### src/rtl/bist_march_sequencer.sv
// Address/operation sequencer for the SRAM BIST controller: walks every address of
// every march element (up or down), several ops per address, once per data background.
module bist_march_sequencer #(
    parameter int unsigned ADDR_WIDTH = 8,
    parameter int unsigned ELEM_WIDTH = 3,
    parameter int unsigned OPS_WIDTH  = 2,
    parameter int unsigned BG_WIDTH   = 2,
    parameter int unsigned NUM_BG     = 4
) (
    input  logic                  clk,
    input  logic                  rst,
    input  logic                  start,
    input  logic                  abort,
    input  logic                  cen,
    input  logic                  elem_dir,
    input  logic [OPS_WIDTH-1:0]  elem_ops_m1,
    input  logic                  elem_last,
    output logic [ADDR_WIDTH-1:0] addr,
    output logic [OPS_WIDTH-1:0]  op_idx,
    output logic [ELEM_WIDTH-1:0] elem_idx,
    output logic [BG_WIDTH-1:0]   bg_idx,
    output logic                  valid,
    output logic                  elem_end,
    output logic                  busy,
    output logic                  done
);

    typedef enum logic [1:0] {
        S_IDLE = 2'd0,
        S_LOAD = 2'd1,
        S_RUN  = 2'd2
    } state_t;

    localparam logic [ADDR_WIDTH-1:0] ADDR_ONES = '1;
    localparam logic [ADDR_WIDTH-1:0] ADDR_ZERO = '0;
    localparam logic [BG_WIDTH-1:0]   BG_LAST   = BG_WIDTH'(NUM_BG - 1);

    state_t                state_q, state_d;
    logic [ADDR_WIDTH-1:0] addr_q, addr_d;
    logic [OPS_WIDTH-1:0]  op_idx_q, op_idx_d;
    logic [ELEM_WIDTH-1:0] elem_idx_q, elem_idx_d;
    logic [BG_WIDTH-1:0]   bg_idx_q, bg_idx_d;
    logic                  done_q, done_d;

    logic [ADDR_WIDTH-1:0] term;
    logic                  last_op;
    logic                  at_term;

    // The terminal address is where the current walk direction ends.
    assign term    = elem_dir ? ADDR_ZERO : ADDR_ONES;
    assign last_op = (op_idx_q == elem_ops_m1);
    assign at_term = (addr_q == term);

    always_ff @(posedge clk) begin
        if (rst) begin
            state_q    <= S_IDLE;
            addr_q     <= '0;
            op_idx_q   <= '0;
            elem_idx_q <= '0;
            bg_idx_q   <= '0;
            done_q     <= 1'b0;
        end else begin
            state_q    <= state_d;
            addr_q     <= addr_d;
            op_idx_q   <= op_idx_d;
            elem_idx_q <= elem_idx_d;
            bg_idx_q   <= bg_idx_d;
            done_q     <= done_d;
        end
    end

    always_comb begin
        state_d    = state_q;
        addr_d     = addr_q;
        op_idx_d   = op_idx_q;
        elem_idx_d = elem_idx_q;
        bg_idx_d   = bg_idx_q;
        done_d     = 1'b0;

        case (state_q)
            S_IDLE: begin
                if (start) begin
                    state_d    = S_LOAD;
                    elem_idx_d = '0;
                    bg_idx_d   = '0;
                end
            end
            // One cycle for the element ROM to present the new element's direction.
            S_LOAD: begin
                addr_d   = elem_dir ? ADDR_ONES : ADDR_ZERO;
                op_idx_d = '0;
                state_d  = S_RUN;
            end
            S_RUN: begin
                if (cen) begin
                    if (!last_op) begin
                        op_idx_d = op_idx_q + OPS_WIDTH'(1);
                    end else begin
                        op_idx_d = '0;
                        if (!at_term) begin
                            addr_d = elem_dir ? (addr_q - ADDR_WIDTH'(1))
                                              : (addr_q + ADDR_WIDTH'(1));
                        end else if (!elem_last) begin
                            elem_idx_d = elem_idx_q + ELEM_WIDTH'(1);
                            state_d    = S_LOAD;
                        end else if (bg_idx_q != BG_LAST) begin
                            bg_idx_d   = bg_idx_q + BG_WIDTH'(1);
                            elem_idx_d = '0;
                            state_d    = S_LOAD;
                        end else begin
                            state_d = S_IDLE;
                            done_d  = 1'b1;
                        end
                    end
                end
            end
            default: begin
                state_d = S_IDLE;
            end
        endcase

        // Abort freezes the indices where they are and suppresses completion.
        if (abort) begin
            state_d    = S_IDLE;
            addr_d     = addr_q;
            op_idx_d   = op_idx_q;
            elem_idx_d = elem_idx_q;
            bg_idx_d   = bg_idx_q;
            done_d     = 1'b0;
        end
    end

    always_comb begin
        valid    = (state_q == S_RUN);
        busy     = (state_q != S_IDLE);
        elem_end = (state_q == S_RUN) & cen & last_op & at_term;
        addr     = addr_q;
        op_idx   = op_idx_q;
        elem_idx = elem_idx_q;
        bg_idx   = bg_idx_q;
        done     = done_q;
    end

endmodule
### config.mk
export PLATFORM = sky130hd
export DESIGN_NAME = bist_march_sequencer
export DESIGN_NICKNAME = d
export VERILOG_FILES = /design/src/rtl/bist_march_sequencer.sv
export SDC_FILE = /design/constraint.sdc
export NUM_CORES = 1
export LEC_CHECK = 0
export ABC_AREA = 1
export CORE_MARGIN = 2
export CORE_UTILIZATION = 50
export CTS_CLUSTER_SIZE = 30
export DETAILED_ROUTE_END_ITERATION = 10
export GPL_ROUTABILITY_DRIVEN = 0
export PLACE_DENSITY = 0.81
export SLEW_MARGIN = 20
export SYNTH_ARGS = -nofsm -noshare
export SYNTH_HDL_FRONTEND = slang
export SYNTH_SLANG_ARGS = --single-unit
export TNS_END_PERCENT = 1
### constraint.sdc
create_clock -name clk -period 1.9 [get_ports clk]
set_input_delay 0.285 -clock clk [delete_from_list [all_inputs] [get_ports clk]]
set_output_delay 0.285 -clock clk [all_outputs]
set_load 0.1 [all_outputs]
---- After elaboration in Yosys (flattened, before gate mapping) ----
Cells that the tools add are included.
storage, ports and cells
  register bits after elaboration ......... 18
  input bits .............................. 9
cells by class
  $add $sub $neg .......................... 5
  equal/unequal tests ..................... 13
  muxes and demuxes ....................... 32
  bitwise logic cells ..................... 9
  reduce and logical (&&, ||, !) cells .... 11
operator list
  cell                                               number
  two-way mux 8 bit                                  6
  two-way mux 2 bit                                  12
  two-way mux 3 bit                                  6
  case mux 8 bit (2 select lines)                    1
  != test 2 bit (second input constant)              5
  adder 8 x 1 -> 8 bit (second input constant)       1
  equality test 8 bit                                1
  case mux 2 bit (2 select lines)                    2
  AND reduction 8 bit                                1
  subtractor 8 x 1 -> 8 bit (second input constant)  1
  AND reduction 7 bit                                1
  OR reduction 7 bit                                 1
  != test 2 x 1 -> 1 bit (second input constant)     3
  NOT 1 bit                                          6
  case mux 2 bit (3 select lines)                    1
  case mux 3 bit (2 select lines)                    1
  nonzero test 2 bit                                 3
  AND reduction 5 bit                                1
  adder 2 x 1 -> 2 bit (second input constant)       2
  AND reduction 4 bit                                1
  adder 3 x 1 -> 3 bit (second input constant)       1
  bitwise AND 1 bit                                  3
  two-way mux 1 bit                                  3
  != test 3 x 2 -> 1 bit (second input constant)     1
  6 further kinds                                    6

---- Longest topological paths before layout ----
  word-level depth ........................ 7
  gate-level depth with buffers ........... 11

---- Least setup slack after synthesis ----
No wires, ideal clock.
  kind .................................... reg2out
  start point ............................. register addr_q[3], in the netlist addr[3]
  end point ............................... output port elem_end
  arrival time ............................ 3739 ps
  required time ........................... 1615 ps
  setup slack ............................. -2124 ps
  stages on the path, launching flop included .. 8
  path buffers ............................ 0
  path through ............................ dfxtp_1 ha_1 nand2_2 nor2_2 nand2_1 nor2_2 nand2_1 nor3_1
on the way
  cells in the longest elaborated chain, start to end .. 2
ends and longest elaborated chain
  what                    line  source
  start, declared         39    logic [ADDR_WIDTH-1:0] addr_q, addr_d;
  start signal, assigned  64    addr_q <= addr_d;
  equality test 8 bit     52    assign at_term = (addr_q == term);
  bitwise AND 1 bit       136   elem_end = (state_q == S_RUN) & cen & last_op & at_term;
  end, declared           23    output logic elem_end,
Every way passes these cells.

---- Worst setup path in the final report ----
  start point ............................. register addr_q[6], in the netlist addr[6]
  end point ............................... output port elem_end
Same word-level chain as after synthesis.

==> metrics.yaml <==
fp-row-count: 19
die_width_microns: 56.9
vias_per_cell: 5.01
maxCapViolations: 0
endpoint_kind: "primary output"
cp.required_ps: 1620
synth_top_area_share: 0.257
cts_max_level: 1
slew_headroom: 0.732
drv_slew: 0
num_io_pins: 28
drtIter0Drc: 53
syn_nets: 240
seq_area_frac_synth: 0.257
port_buffers: 27
wl_per_cell_microns: 11.8
clock_skew_ps: 4.98
violations: "setup timing"
status: "finished, violations left"
worstPathArrival_ps: 1750
yosysUniqueCellTypes: 28
diodes: 0
ys.warnings.count: 0
synthTopCellsByArea: "dfxtp_1 (26%), nand2_1 (16%), ha_1 (11%)"
grt_pass1_wl_microns: 5990
worstPathMaxFanout: 3
worstMarginPinSlew_ps: 401
fin_crit_ps: 2030
via_count: 1487
hp-class: "reg2reg"
die_y_microns: 56.9
drive_gt1_frac: 0.305
syn_to_final_growth_pct: 44.7
cts_buffers: 3
use_met3: 0.0184
clk_path_buf_depth: 2
dp_slack_ps: -430
initial_utilization: 0.517
path_class: "reg2out"
post-route-period-util: 1.07
grt_pass1_vias: 1507
pwr_density_cell_nw_per_um2: 668
busiest_layer: "met2"
track_usage: 0.230
synth_seq_cells: 18
cts_tree: "built"
fin_ws_ps: -133
syn_avg_cell_area_sq_um: 6.42
ant_nets: 0
nets: 289
wl_microns: 3500
hold_buffers: 0
rsz0062_at_grt: "yes"
max_freq_ghz: 0.492
dieArea_sq_um: 3240
grt_use_met2: 0.407
gr-usage-met1: 0.278
cts_sinks: 18
fill_cells: 219
clockRootBuffer: "clkbuf_4"
hold_viol_final: 0
drt_drc_violations_left: 0
setup-violations-final: 1
first_pass_iters: 4
core_sq_um: 2710
startpoint_type: "register"
grt_max_degree: 15
syn_inst: 218
clk_pin_slew_worst_paths_ps: 100
final.setup.tns_ps: -133
leakagePower_nw: 1.00
grt_overflow: 0
antenna_found_initial: 0
dp_hpwl_microns: 2650
clk_latency_ps: 300
vdd_drop_max_v: 0.000482
yosysTopAreaCell: "dfxtp_1"
power_mw: 1.35
netlist_area_sq_um: 1400
-- worst max-delay path, stage by stage (launching register included) --
cell and delay [ps]:
dfxtp_4 380, ha_4 260, nand2_2 40, nor2_2 90
nand2_1 60, nor2_2 150, nand2_2 90, nor3_4 170
buf_12 200
-- sequential cells by signal (all words and copies together) (netlist names) --
signal	flops
addr	8
state_q	2
bg_idx	2
done	1
op_idx	2
elem_idx	3
-- metrics by stage --
step | cells | hold slack, ps | cell area (sq um) | utilization
final | 297 | 548 | 2030 | 0.747
after global routing | 297 | 594 | 2030 | 0.747
after CTS | 297 | 548 | 2020 | 0.745
after detailed placement | 287 | 514 | 1930 | 0.711
after global placement | 287 | 497 | 1930 | 0.711
after floorplan | 218 | 344 | 1530 | -
-- Yosys cell counts --
cell type and n:
or2_2 3, nand2_4 1, inv_1 31, nand2_2 3, a21oi_1 12, nand3b_1 2
clkinv_1 1, xor2_1 4, nor2_1 35, nand2_1 58, nand3_1 11, ha_1 12
o21ai_0 5, nor2_2 2, nand4_1 5, a21oi_2 1, fa_1 1, a21o_1 1
nor3_2 1, nor3b_2 1, nor3b_1 1, nand3_2 3, nor3_1 1, buf_6 1
inv_2 1, dfxtp_1 18, buf_1 1, xnor2_1 2
-- layout make-up --
type | instances | area, sq um | share of cell area
multi-input cells | 165 | 1010 | 0.500
repair buffers | 46 | 427 | 0.211
flip-flops and latches | 18 | 388 | 0.191
inverters | 33 | 124 | 0.0611
well taps | 31 | 38.8 | 0.0191
clock buffers | 4 | 36.3 | 0.0179
-- cells in the final DEF (no fill, tap or decap), types with 3 or more instances in the layout --
| cell | Yosys | layout |
|---|---|---|
| nand2_2 | 3 | 4 |
| clkdlybuf4s50_1 | 0 | 7 |
| buf_12 | 0 | 5 |
| ha_4 | 0 | 7 |
| nand2_1 | 58 | 56 |
| o21ai_0 | 5 | 4 |
| nand4_1 | 5 | 5 |
| clkbuf_4 | 0 | 3 |
| dfxtp_4 | 0 | 6 |
| inv_1 | 31 | 30 |
| dfxtp_2 | 0 | 4 |
| nor2_2 | 2 | 3 |
| or2_2 | 3 | 3 |
| xor2_1 | 4 | 4 |
| dfxtp_1 | 18 | 8 |
| nor2_1 | 35 | 34 |
| ha_1 | 12 | 5 |
| a21oi_1 | 12 | 12 |
| nand3_1 | 11 | 11 |
| nand3_2 | 3 | 3 |
| buf_4 | 0 | 32 |
-- per-layer routing --
layer	vias up	routed length, microns
met4	0	83
met5	-	0
met1	661	1530
met3	10	124
met2	36	1760
li1	780	-
-- worst paths after layout --
check | start | end | slack (ps) | cells past startpoint
max | addr[6]$_SDFFE_PP0P_ | elem_end | -130 | 8
min | elem_idx[1]$_SDFFE_PP0P_ | elem_idx[1]$_SDFFE_PP0P_ | 550 | 4
max reg2reg | state_q[0]$_SDFFE_PP0P_ | addr[0]$_SDFFE_PP0P_ | 150 | 8
min reg2reg | elem_idx[1]$_SDFFE_PP0P_ | elem_idx[1]$_SDFFE_PP0P_ | 550 | 4
-- repair_timing --
item | CTS | global route
resized for setup | 7 | 3
endpoints found under the setup margin | 5 | 7
buffers inserted | 6 | 0
pin swaps | 4 | 0
-- kinds of logic (layout without fill, tap and decap cells) --
| family | Yosys count | in the layout | share of synthesized area |
|---|---|---|---|
| xor+xnor | 6 | 6 | 0.0375 |
| simple gates | 127 | 127 | 0.412 |
| compound gates | 19 | 19 | 0.0724 |
| buf+inv | 35 | 83 | 0.0992 |
| fa+ha+maj | 13 | 13 | 0.122 |
| flops | 18 | 18 | 0.257 |
-- where the power goes --
group          total (mW)  switching, mW  internal (mW)
clock network       0.242          0.125          0.117
logic               0.668          0.449          0.219
registers           0.443         0.0338          0.409
Power figures use the tool's default switching activity.
